[config.mk]
export PLATFORM = sky130hd
export DESIGN_NAME = spu_alu_sched
export DESIGN_NICKNAME = d
export VERILOG_FILES = /design/src/rtl/spu_alu_pkg.sv /design/src/rtl/spu_rr_arb2.sv /design/src/rtl/spu_alu_sched.sv
export SDC_FILE = /design/constraint.sdc
export NUM_CORES = 1
export LEC_CHECK = 0
export CORE_AREA = 2 2 415 417
export DETAILED_ROUTE_END_ITERATION = 7
export DIE_AREA = 0 0 417 419
export HOLD_SLACK_MARGIN = 0.02
export PLACE_DENSITY = 0.35
export SYNTH_ARGS = -nofsm -noshare
export SYNTH_HDL_FRONTEND = slang
export SYNTH_SLANG_ARGS = --single-unit
[constraint.sdc]
create_clock -name clk -period 2.4 [get_ports clk]
set_clock_uncertainty 0.05 [all_clocks]
set_input_delay 0.48 -clock clk [delete_from_list [all_inputs] [get_ports clk]]
set_output_delay 0.48 -clock clk [all_outputs]
set_load 0.01 [all_outputs]
[src/rtl/spu_alu_pkg.sv]
// Shared types and constants for the SPU ALU scheduler.
package spu_alu_pkg;

    // ALU control codes understood by the quadword ALU; codes above CEQ are illegal.
    typedef enum logic [3:0] {
        SUB = 4'd0,
        ADD = 4'd1,
        AND = 4'd2,
        OR  = 4'd3,
        XOR = 4'd4,
        SHL = 4'd5,
        SHR = 4'd6,
        MUL = 4'd7,
        CEQ = 4'd8
    } alu_op_e;

    localparam logic [3:0] ALU_OP_MAX = 4'd8;

    typedef enum logic [1:0] {
        IDLE = 2'd0,
        EXEC = 2'd1,
        HOLD = 2'd2
    } sched_state_e;

    localparam int MUL_LAT_DEF = 4;

endpackage

[src/rtl/spu_rr_arb2.sv]
// Two-way round-robin arbiter. The pointer remembers the last winner and
// moves only when the parent reports an accept.
module spu_rr_arb2 (
    input  logic       clk,
    input  logic       rst_n,
    input  logic [1:0] req,
    input  logic       advance,
    output logic [1:0] grant
);

    logic last_q;
    logic last_d;

    // Lone requester always wins; a contested grant goes to the one that did not win last.
    always_comb begin
        grant = req;
        if (req == 2'b11) begin
            grant = last_q ? 2'b01 : 2'b10;
        end
    end

    // Next pointer follows the winner only on an actual accept.
    always_comb begin
        last_d = last_q;
        if (advance && (grant != 2'b00)) begin
            last_d = grant[1];
        end
    end

    // Pointer register; reset as though requester 1 won last so requester 0 leads.
    always_ff @(posedge clk or negedge rst_n) begin
        if (!rst_n) begin
            last_q <= 1'b1;
        end else begin
            last_q <= last_d;
        end
    end

endmodule

[src/rtl/spu_alu_sched.sv]
// Shares one quadword ALU between two requesters: round-robin accept,
// registered operands, fixed multiply latency, held result until consumed.
module spu_alu_sched
    import spu_alu_pkg::*;
#(
    parameter int DATA_W  = 128,
    parameter int TAG_W   = 4,
    parameter int MUL_LAT = MUL_LAT_DEF
) (
    input  logic              clk,
    input  logic              rst_n,
    input  logic [1:0]        req_valid,
    output logic [1:0]        req_ready,
    input  logic [DATA_W-1:0] req_a0,
    input  logic [DATA_W-1:0] req_b0,
    input  logic [DATA_W-1:0] req_a1,
    input  logic [DATA_W-1:0] req_b1,
    input  logic [3:0]        req_op0,
    input  logic [3:0]        req_op1,
    input  logic              req_half0,
    input  logic              req_half1,
    input  logic [TAG_W-1:0]  req_tag0,
    input  logic [TAG_W-1:0]  req_tag1,
    output logic [DATA_W-1:0] alu_a,
    output logic [DATA_W-1:0] alu_b,
    output logic [3:0]        alu_ctr,
    output logic              alu_half,
    input  logic [DATA_W-1:0] alu_out,
    input  logic              alu_zero,
    output logic              res_valid,
    input  logic              res_ready,
    output logic [DATA_W-1:0] res_data,
    output logic              res_zero,
    output logic              res_err,
    output logic [TAG_W-1:0]  res_tag,
    output logic              res_src
);

    // Counter only needs to reach MUL_LAT-1.
    localparam int CNT_W = (MUL_LAT > 1) ? $clog2(MUL_LAT) : 1;
    localparam logic [CNT_W-1:0] MUL_CNT = CNT_W'(MUL_LAT - 1);

    sched_state_e      state_q, state_d;
    logic [CNT_W-1:0]  cnt_q, cnt_d;
    logic [DATA_W-1:0] alu_a_q, alu_a_d;
    logic [DATA_W-1:0] alu_b_q, alu_b_d;
    logic [3:0]        alu_ctr_q, alu_ctr_d;
    logic              alu_half_q, alu_half_d;
    logic [TAG_W-1:0]  tag_q, tag_d;
    logic              src_q, src_d;
    logic [DATA_W-1:0] res_data_q, res_data_d;
    logic              res_zero_q, res_zero_d;
    logic              res_err_q, res_err_d;
    logic [1:0]        grant;
    logic              accept;
    logic              sel;
    logic [3:0]        op_sel;

    spu_rr_arb2 u_arb (
        .clk     (clk),
        .rst_n   (rst_n),
        .req     (req_valid),
        .advance (accept),
        .grant   (grant)
    );

    // Next state, operand capture on accept, result capture at end of EXEC.
    always_comb begin
        state_d    = state_q;
        cnt_d      = cnt_q;
        alu_a_d    = alu_a_q;
        alu_b_d    = alu_b_q;
        alu_ctr_d  = alu_ctr_q;
        alu_half_d = alu_half_q;
        tag_d      = tag_q;
        src_d      = src_q;
        res_data_d = res_data_q;
        res_zero_d = res_zero_q;
        res_err_d  = res_err_q;
        req_ready  = 2'b00;
        accept     = 1'b0;
        sel        = grant[1];
        op_sel     = grant[1] ? req_op1 : req_op0;

        case (state_q)
            IDLE: begin
                req_ready = grant;
                if ((req_valid & grant) != 2'b00) begin
                    accept     = 1'b1;
                    alu_a_d    = sel ? req_a1 : req_a0;
                    alu_b_d    = sel ? req_b1 : req_b0;
                    alu_ctr_d  = op_sel;
                    alu_half_d = sel ? req_half1 : req_half0;
                    tag_d      = sel ? req_tag1 : req_tag0;
                    src_d      = sel;
                    cnt_d      = (op_sel == MUL) ? MUL_CNT : '0;
                    state_d    = EXEC;
                end
            end
            EXEC: begin
                if (cnt_q != '0) begin
                    cnt_d = cnt_q - CNT_W'(1);
                end else begin
                    // Illegal codes never look at the ALU output.
                    if (alu_ctr_q > ALU_OP_MAX) begin
                        res_data_d = '0;
                        res_zero_d = 1'b1;
                        res_err_d  = 1'b1;
                    end else begin
                        res_data_d = alu_out;
                        res_zero_d = alu_zero;
                        res_err_d  = 1'b0;
                    end
                    state_d = HOLD;
                end
            end
            HOLD: begin
                if (res_ready) begin
                    state_d = IDLE;
                end
            end
            default: state_d = IDLE;
        endcase
    end

    // All state, including operand and result registers, clears on reset.
    always_ff @(posedge clk or negedge rst_n) begin
        if (!rst_n) begin
            state_q    <= IDLE;
            cnt_q      <= '0;
            alu_a_q    <= '0;
            alu_b_q    <= '0;
            alu_ctr_q  <= '0;
            alu_half_q <= 1'b0;
            tag_q      <= '0;
            src_q      <= 1'b0;
            res_data_q <= '0;
            res_zero_q <= 1'b0;
            res_err_q  <= 1'b0;
        end else begin
            state_q    <= state_d;
            cnt_q      <= cnt_d;
            alu_a_q    <= alu_a_d;
            alu_b_q    <= alu_b_d;
            alu_ctr_q  <= alu_ctr_d;
            alu_half_q <= alu_half_d;
            tag_q      <= tag_d;
            src_q      <= src_d;
            res_data_q <= res_data_d;
            res_zero_q <= res_zero_d;
            res_err_q  <= res_err_d;
        end
    end

    assign alu_a     = alu_a_q;
    assign alu_b     = alu_b_q;
    assign alu_ctr   = alu_ctr_q;
    assign alu_half  = alu_half_q;
    assign res_valid = (state_q == HOLD);
    assign res_data  = res_data_q;
    assign res_zero  = res_zero_q;
    assign res_err   = res_err_q;
    assign res_tag   = tag_q;
    assign res_src   = src_q;

endmodule
# [After elaboration in Yosys (flattened, before gate mapping)]
# Cells that the tools add are included.
[op_classes] muxes=21 bitwise=2 multipliers=0 magnitude_cmp=1 reduce_logical=10 div=0 n_eq_ne=8 n_shift=0 add_sub_neg=1
[op_table] operator="128-bit two-way mux" count=3
[op_table] operator="2-bit two-way mux" count=9
[op_table] operator="4-bit two-way mux" count=2
[op_table] operator="2-bit nonzero test" count=4
[op_table] operator="2-bit inequality test, second input constant" count=3
[op_table] operator="2-bit one-hot mux with 3 select lines" count=1
[op_table] operator="3-bit AND reduction" count=2
[op_table] operator="1-bit two-way mux" count=5
[op_table] operator="2-bit equality test, second input constant" count=2
[op_table] operator="4-bit by 3-bit equality test with 1-bit output, second input constant" count=1
[op_table] operator="4-bit > comparator, second input constant" count=1
[op_table] operator="2-bit one-hot mux with 2 select lines" count=1
[op_table] operator="2-bit AND reduction" count=2
[op_table] operator="2-bit AND" count=1
[op_table] operator="2-bit by 1-bit equality test with 1-bit output, second input constant" count=1
[op_table] operator="2-bit zero test" count=1
[op_table] operator="2-bit by 1-bit inequality test with 1-bit output, second input constant" count=1
[op_table] operator="2-bit by 1-bit subtractor with 2-bit output, second input constant" count=1
[op_table] operator="1-bit logical AND" count=1
[op_table] operator="1-bit inverter" count=1
[word_totals] mem_bits_rw=0 latchBits=0 n_memories=0 mem_bits_ro=0 regBits=401

# [Longest topological paths before layout]
# Gate-level depths: netlist of the first run.
[logic_depth] ltp_word=7 depth_mapped=7 mapped_depth_nobuf=5

# [Cells and area by module]
# Synthesis of the first run repeated with hierarchy kept, for this count alone.
[hier_totals] cells_unflattened=1505 hier_area_um2=17913.4
[by_module_without_submodules] module="spu_alu_sched" cells_each=1499 area_each_um2=17857.1 instances=1
[by_module_without_submodules] module="spu_rr_arb2" cells_each=6 area_each_um2=56.3 instances=1

# [Worst setup path before layout of the first run]
# No wires, ideal clock.
[synth_timing] path_type="input -> register" from="input req_valid[1]" to="register alu_a_q[43], in the netlist alu_a[43]" setup_time_ns=0.125 arrival_ns=1.649 setup_slack_ns=0.576 required_ns=2.225 path_buffers=2 cell_stages=5 cell_sequence="a21boi_4 -> buf_6 -> buf_12 -> mux2_4 -> mux2_4"
[synth_via] elab_chain_cells=5 elab_cells_between_ends=6 classes_between="eq/ne (1); mux (2); bitwise (1); reduce/logical (2)"
[synth_rtl] element="start: declaration" line_no="spu_alu_sched.sv:12" text="input logic [1:0] req_valid,"
[synth_rtl] element="2-bit equality test" line_no="spu_rr_arb2.sv:17" text="if (req == 2'b11) begin"
[synth_rtl] element="2-bit two-way mux" line_no="spu_rr_arb2.sv:17"
[synth_rtl] element="2-bit AND" line_no="spu_alu_sched.sv:88" text="if ((req_valid & grant) != 2'b00) begin"
[synth_rtl] element="2-bit nonzero test" line_no="spu_alu_sched.sv:88"
[synth_rtl] element="2-bit AND reduction (no source line)"
[synth_rtl] element="end signal: assignment" line_no="spu_alu_sched.sv:143" text="alu_a_q <= alu_a_d;"
[synth_rtl] element="end: declaration" line_no="spu_alu_sched.sv:45" text="logic [DATA_W-1:0] alu_a_q, alu_a_d;"
# Several ways; a longest one is shown, not always the timed one.
# A chain may end at the register's enable or synchronous reset.

# [Worst setup path in the final report of the first run]
[layout_timing] from="register u_arb.last_q" to="output req_ready[1]"
[layout_via] elab_chain_cells=3
[layout_rtl] element="start: declaration" line_no="spu_rr_arb2.sv:11" text="logic last_q;"
[layout_rtl] element="start signal: assignment" line_no="spu_rr_arb2.sv:35" text="last_q <= last_d;"
[layout_rtl] element="2-bit two-way mux" line_no="spu_rr_arb2.sv:18" text="grant = last_q ? 2'b01 : 2'b10;"
[layout_rtl] element="2-bit two-way mux" line_no="spu_rr_arb2.sv:17"
[layout_rtl] element="2-bit two-way mux" line_no="spu_alu_sched.sv:85" text="case (state_q)"
[layout_rtl] element="end: declaration" line_no="spu_alu_sched.sv:13" text="output logic [1:0] req_ready,"
# No other way between the ends.

==> impl_metrics.yaml, run 1 <==
status:
  status: "complete, no violations"
setup_path:
  slowest_stage: "dfstp_2"
  start_kind: "flop"
  rr_startpoint: "u_arb.last_q"
  critical_path_class: "flop to primary output"
  critical_path.startpoint: "u_arb.last_q"
  worstPathRequired_ns: 1.87
  worstSetupEndpoint: "req_ready[1]"
  path_cells: "buf_12 -> a21boi_4 -> buf_12 -> and2_4 -> buf_6"
  worstPathMaxFanout: 4
  worstSetupEndpointType: "primary output"
  rr_worst_depth: 9
  worstPathArrival_ns: 1.79
  reg2reg_slack_ns: 0.08
  cpMostUsedCell: "buf_12"
  slowest_delay_ns: 0.57
  reg2reg_to: "alu_a[38]"
flow_run:
  drv_cap: 0
timing:
  period_share: 0.968
  min_period_ns: 2.32
  fin_setup_tns_ns: 0
  tightest_slew_ns: 0.817
  finalSetupViolations: 0
  hold_violations: 0
  drv_slew: 0
  rsz0062_at_grt: "true"
  slew_headroom: 0.455
  max_freq_ghz: 0.430
placed_design:
  io_buffers: 1062
  dpl.hpwl_mm: 84.5
  place_inst: 4472
  place_area_um2: 32800
  gp_congestion: 0.806
grt:
  first_global_vias: 16100
  antenna_found_initial: 19
  track_usage: 0.115
  grt-ovfl-total: 0
  grt_pass1_wl_mm: 140
  grt_max_degree: 121
power_and_ir_drop:
  powerDensity_nw_per_um2: 1210
  leakage_nw: 14.3
  total_power_mw: 42.6
  ir_drop_mv: 0.620
die:
  dieWidth_um: 417
  dieArea_um2: 175000
  num_rows: 152
  core_area_um2: 171000
  ioPinCount: 1063
  die_h_um: 419
  start_util: 0.112
cells_and_area:
  final_util: 0.207
  final_cells: 4607
  drive_above_1_share: 0.260
  nNetsFinal: 2979
  fillCellCount: 18200
  syn2layout_area_growth_pct: 85.0
  finalInstanceArea_um2: 35300
synthesis:
  synth_edf_count: 0
  ys_async_sr_fraction: 1.00
  yosysSeqAreaShare: 0.527
  synth_area_um2: 19100
  ys_types: 32
  syn_nets: 1845
  synth_seq_cells: 401
  synth_cells: 1180
  ys_warn_count: 0
  synth.avg_cell_area_um2: 16.1
  synth-main-ff-cell: "dfrtp_1"
clock_network:
  ctsRootBufferMaster: "clkbuf_16"
  htreeDepth: 2
  cts.sinks: 401
  clockBufferDepth: 3
  cts_made_buffers: 58
  cts.clk_slew.worst_paths_ns: 0.06
  cts_tree: "done"
  clk_latency_ns: 0.64
drt:
  antenna_left: 0
  drt-total-wl_mm: 107
  wl_per_cell_um: 23.2
  viasPerCell: 3.21
  dr.pass1.iters: 4
  num_vias: 14800
  drt_iter0_drc: 557
  drc_errors: 0
hold_path:
  hold_path_class: "input pin to flop"
## flip-flops by register name, indices dropped and copies added (netlist names)
signal,count
state_q,2
alu_b,128
res_err,1
alu_a,128
u_arb.last_q,1
alu_half,1
res_zero,1
res_src,1
res_data,128
cnt_q,2
alu_ctr,4
res_tag,4
## how the worst min path moves through the flow
stage | cells after the start | endpoint | slack, ns | startpoint
finish | 3 | res_zero | 0.32 | alu_zero
global route | 3 | res_zero | 0.30 | alu_zero
CTS | 3 | res_zero | 0.25 | alu_zero
detailed placement | 1 | alu_a[127] | 0.43 | alu_a[127]
global placement | 1 | alu_a[127] | 0.42 | alu_a[127]
floorplan | 0 | alu_a[0] | 0.13 | rst_n
## synthesized netlist by cell type, types with 3 or more instances
library cell  instances  area share
mux2_1              131       0.077
clkbuf_1             12      0.0024
dfrtp_1             400        0.53
buf_6                16      0.0095
a22o_1              128       0.059
nor2_1                3     0.00059
inv_1                 5     0.00099
mux2_4              270        0.21
a21oi_1               3     0.00079
buf_12               10       0.011
mux2_2              130       0.077
buf_2                46       0.012
## area by class of cell
cell class,count,area (um2),area share
inverters,5,18.8,0.000532
clock inverters,26,372,0.0105
multi-input cells,688,8360,0.237
flip-flops and latches,401,10000,0.285
well taps,2233,2790,0.0793
repair buffers,1160,11900,0.339
diodes,12,30.0,0.000852
clock buffers,82,1700,0.0483
## what timing repair did
action | 4_1_cts | 5_1_grt
hold buffers | 1 | 0
cloned | 0 | 7
gates resized for setup | 21 | 13
pin swaps | 2 | 0
hold endpoints to repair | 38 | 0
endpoints found under the setup margin | 7 | 137
buffers inserted | 3 | 4
## report_power, final
group / switching (mW) / leakage [nW] / internal [mW]
registers: 2.09 / 4.86 / 10.0
logic: 8.66 / 8.45 / 12.5
clock network: 3.71 / 1.02 / 5.69
## worst max-delay path, delay by kind of cell, from the launching register on
kind | cells | cell delay (ns)
flops | 1 | 0.57
buf+inv | 3 | 0.37
simple gates | 1 | 0.15
compound gates | 1 | 0.05
## placed cells by master (no fill, tap or decap), drive strengths merged, types with 2 or more instances in the layout
master	synthesis	final
a21oi	3	3
a22o	128	128
buf	72	94
bufinv	0	7
clkbuf	14	89
clkdlybuf4s50	0	1053
clkinv	0	15
clkinvlp	0	3
dfrtp	400	400
diode	0	12
dlygate4sd2	0	4
inv	5	6
mux2	531	531
nand2b	2	2
nand4b	2	2
nor2	4	4
o21ai	2	2
o221ai	2	2
or4b	2	2
## routing by layer
layer	wire length, um	track usage	vias to the layer above
met5	61	0	-
met4	2840	0.0364	8
met3	7920	0.0399	127
met2	54100	0.199	525
met1	42000	0.132	7458
li1	-	-	6650
## stage by stage
stage / setup slack [ns] / hold slack [ns]
final: 0.0756 / 0.324
after floorplan: 0.576 / 0.134
after global routing: -0.0303 / 0.299
after global placement: -0.513 / 0.425
after detailed placement: -0.516 / 0.433
after CTS: -0.0825 / 0.246
## kinds of logic after synthesis
| family | count (synthesis) | synth area share |
|---|---|---|
| DFF | 401 | 0.527 |
| and+or+nand+nor | 16 | 0.00591 |
| muxes | 531 | 0.367 |
| buffers and inverters | 91 | 0.0362 |
| AOI/OAI and AO/OA | 140 | 0.0636 |
| adders and majority gates | 1 | 0.000657 |
Power figures use the tool's default switching activity.
==> inputs of run 2 (changes only) <==
CORE_AREA = 2 2 413 415   (was 2 2 415 417)
DIE_AREA = 0 0 415 417   (was 0 0 417 419)
PLACE_DENSITY = 0.36   (was 0.35)
clock period = 1.9 ns   (was 2.4 ns; I/O delays follow)
==> run 2 against run 1 <==
- wire length increased by 6.0%
- count of clock-buffer cells in the layout increased by 2
- critical endpoint is now req_ready[0]
- total power increased by 29%
- largest power group unchanged
- the flow now finishes with violations (negative setup slack)
- largest cell class unchanged
- first-iteration DRC count increased by 24%
- via count increased by 3.4%
==> impl_metrics.yaml, run 2 (synthesis results as in run 1) <==
power_and_ir_drop:
  p_sw_mw: 19.3
  total_power_mw: 55.2
  leakage_nw: 16.6
  ir_drop_mv: 0.612
  p_int_mw: 35.9
  powerDensity_nw_per_um2: 1480
  comb_power_share: 0.513
  p_seq_frac: 0.276
  power_frac_clock: 0.212
  swShare: 0.350
timing:
  min_period_ns: 2.08
  drv_slew: 0
  fin_setup_tns_ns: -10.35
  fin_hold_ws_ns: 0.134
  finalSetupViolations: 243
  tightest_slew_ns: 0.507
  max_freq_ghz: 0.480
  fin_ws_ns: -0.185
  period_share: 1.10
  slew_headroom: 0.662
  rsz0062_at_grt: "true"
  hold_violations: 0
die:
  dieWidth_um: 415
  die_h_um: 417
  num_rows: 151
  dieArea_um2: 173000
  start_util: 0.113
  ioPinCount: 1063
  core_area_um2: 169000
grt:
  first_global_vias: 16400
  antenna_found_initial: 12
  grt_max_degree: 79
  track_usage: 0.120
  grt_pass1_wl_mm: 146
  grt-ovfl-total: 0
placed_design:
  place_inst: 4468
  dpl.hpwl_mm: 83.1
  io_buffers: 1062
  gp_congestion: 0.838
cells_and_area:
  regArea_um2: 10000
  nNetsFinal: 3051
  final_cell_mix: "clkdlybuf4s50_1 (662), mux2_4 (484), dfrtp_1 (391)"
  multiInputGateArea_um2: 9170
  syn2layout_area_growth_pct: 95.5
  drive_above_1_share: 0.345
  final_cells: 4656
  final_common_cell: "clkdlybuf4s50_1"
  fillCellCount: 18100
  final_util: 0.221
drt:
  drc_errors: 0
  top_layer_used: "met5"
  wl_met1_mm: 45.2
  antenna_left: 0
  dr.pass1.iters: 5
  num_vias: 15300
  viasPerCell: 3.28
  drt_iter0_drc: 688
  route.met3.wl_mm: 7.67
  wl_per_cell_um: 24.3
  drt-total-wl_mm: 113
  wl_met2_mm: 58.7
setup_path:
  worstPathRequired_ns: 1.47
  worstPathMaxFanout: 3
  critical_path_class: "flop to primary output"
  crit_buf_inv: 1
  start_kind: "flop"
  worstSetupEndpointType: "primary output"
  worstPathArrival_ns: 1.65
  path_cells: "nand2b_1 -> and3_4 -> buf_6"
  crit_family: "flip-flops"
  slowest_delay_ns: 0.58
  slowest_stage: "dfstp_2"
flow_run:
  drv_cap: 0
clock_network:
  cts.clk_slew.worst_paths_ns: 0.06
  clk_latency_ns: 0.62
  cts.sinks: 401
  cts_tree: "done"
  cts_made_buffers: 57
  ctsRootBufferMaster: "clkbuf_16"
  htreeDepth: 2
  clockBufferDepth: 3
hold_path:
  hold_path_class: "input pin to asynchronous set/reset pin"
status:
  status: "complete, but fails checks"
  failed_checks: "negative setup slack"
==> run 2: cell count changes in the layout (fill, tap and decap cells not counted), sizes merged, moves of 4 or more <==
cell,before,now
diode,12,5
clkinv,15,11
clkbuf,89,114
dlygate4sd2,4,343
clkdlybuf4s50,1053,662
buf,94,156
clkdlybuf4s15,1,41
==> run 2: metrics by stage <==
step | worst slack, ns | cell area (um2)
finish | -0.185 | 37200
global route | -0.259 | 37200
CTS | -0.265 | 36200
detailed placement | -0.616 | 33000
global placement | -0.612 | 33000
floorplan | 0.176 | 19100
==> run 2: per-layer routing <==
layer  track usage  vias to the layer above
li1              -                     6804
met1         0.141                     7863
met2         0.213                      520
met3        0.0386                       76
met4        0.0226                        6
met5             0                        -
==> run 2: timing repair <==
item                                    in CTS  in global routing
buffers inserted                            19                 21
resized for setup                          688                177
endpoints found under the setup margin     548                381
gates cloned                                28                 28
hold buffers                                 1                  0
pin swaps                                    3                  5
hold endpoints to repair                   207                  0
==> run 2: path summary, 6_finish.rpt <==
check	from	end	slack (ns)	cells past startpoint
min in group clk	alu_zero	res_zero	0.26	3
worst max register to register	u_arb.last_q	alu_b[84]	-0.13	7
worst max-delay path	u_arb.last_q	req_ready[0]	-0.18	3
worst min register to register	alu_a[58]	alu_a[58]	0.44	1
worst min-delay path	rst_n	alu_b[53]	0.13	2
max in group asynchronous	rst_n	alu_a[86]	0.78	4
==> run 2: worst reg2reg max path: stages, from the launching register on <==
cell and delay, ns:
dfstp_2 0.58, a21boi_4 0.08, buf_12 0.17, buf_16 0.18, buf_12 0.18, buf_16 0.15, mux2_4 0.29, mux2_4 0.26
==> run 2: power groups by stage <==
stage | logic, mW | registers, mW | clock network, mW
after global placement | 27.2 | 15.5 | 0
final | 28.3 | 15.2 | 11.7
after global routing | 29.9 | 15.7 | 12.5
after floorplan | 10.3 | 16.7 | 0
after CTS | 26.5 | 15.2 | 12.2
after detailed placement | 27.1 | 15.3 | 0
==> run 2: area by class of cell <==
class	count	area share
multi-input cells	688	0.246
clock inverters	22	0.00850
flip-flops and latches	401	0.270
clock buffers	84	0.0459
inverters	5	0.000504
repair buffers	1233	0.354
diodes	5	0.000336
well taps	2218	0.0745
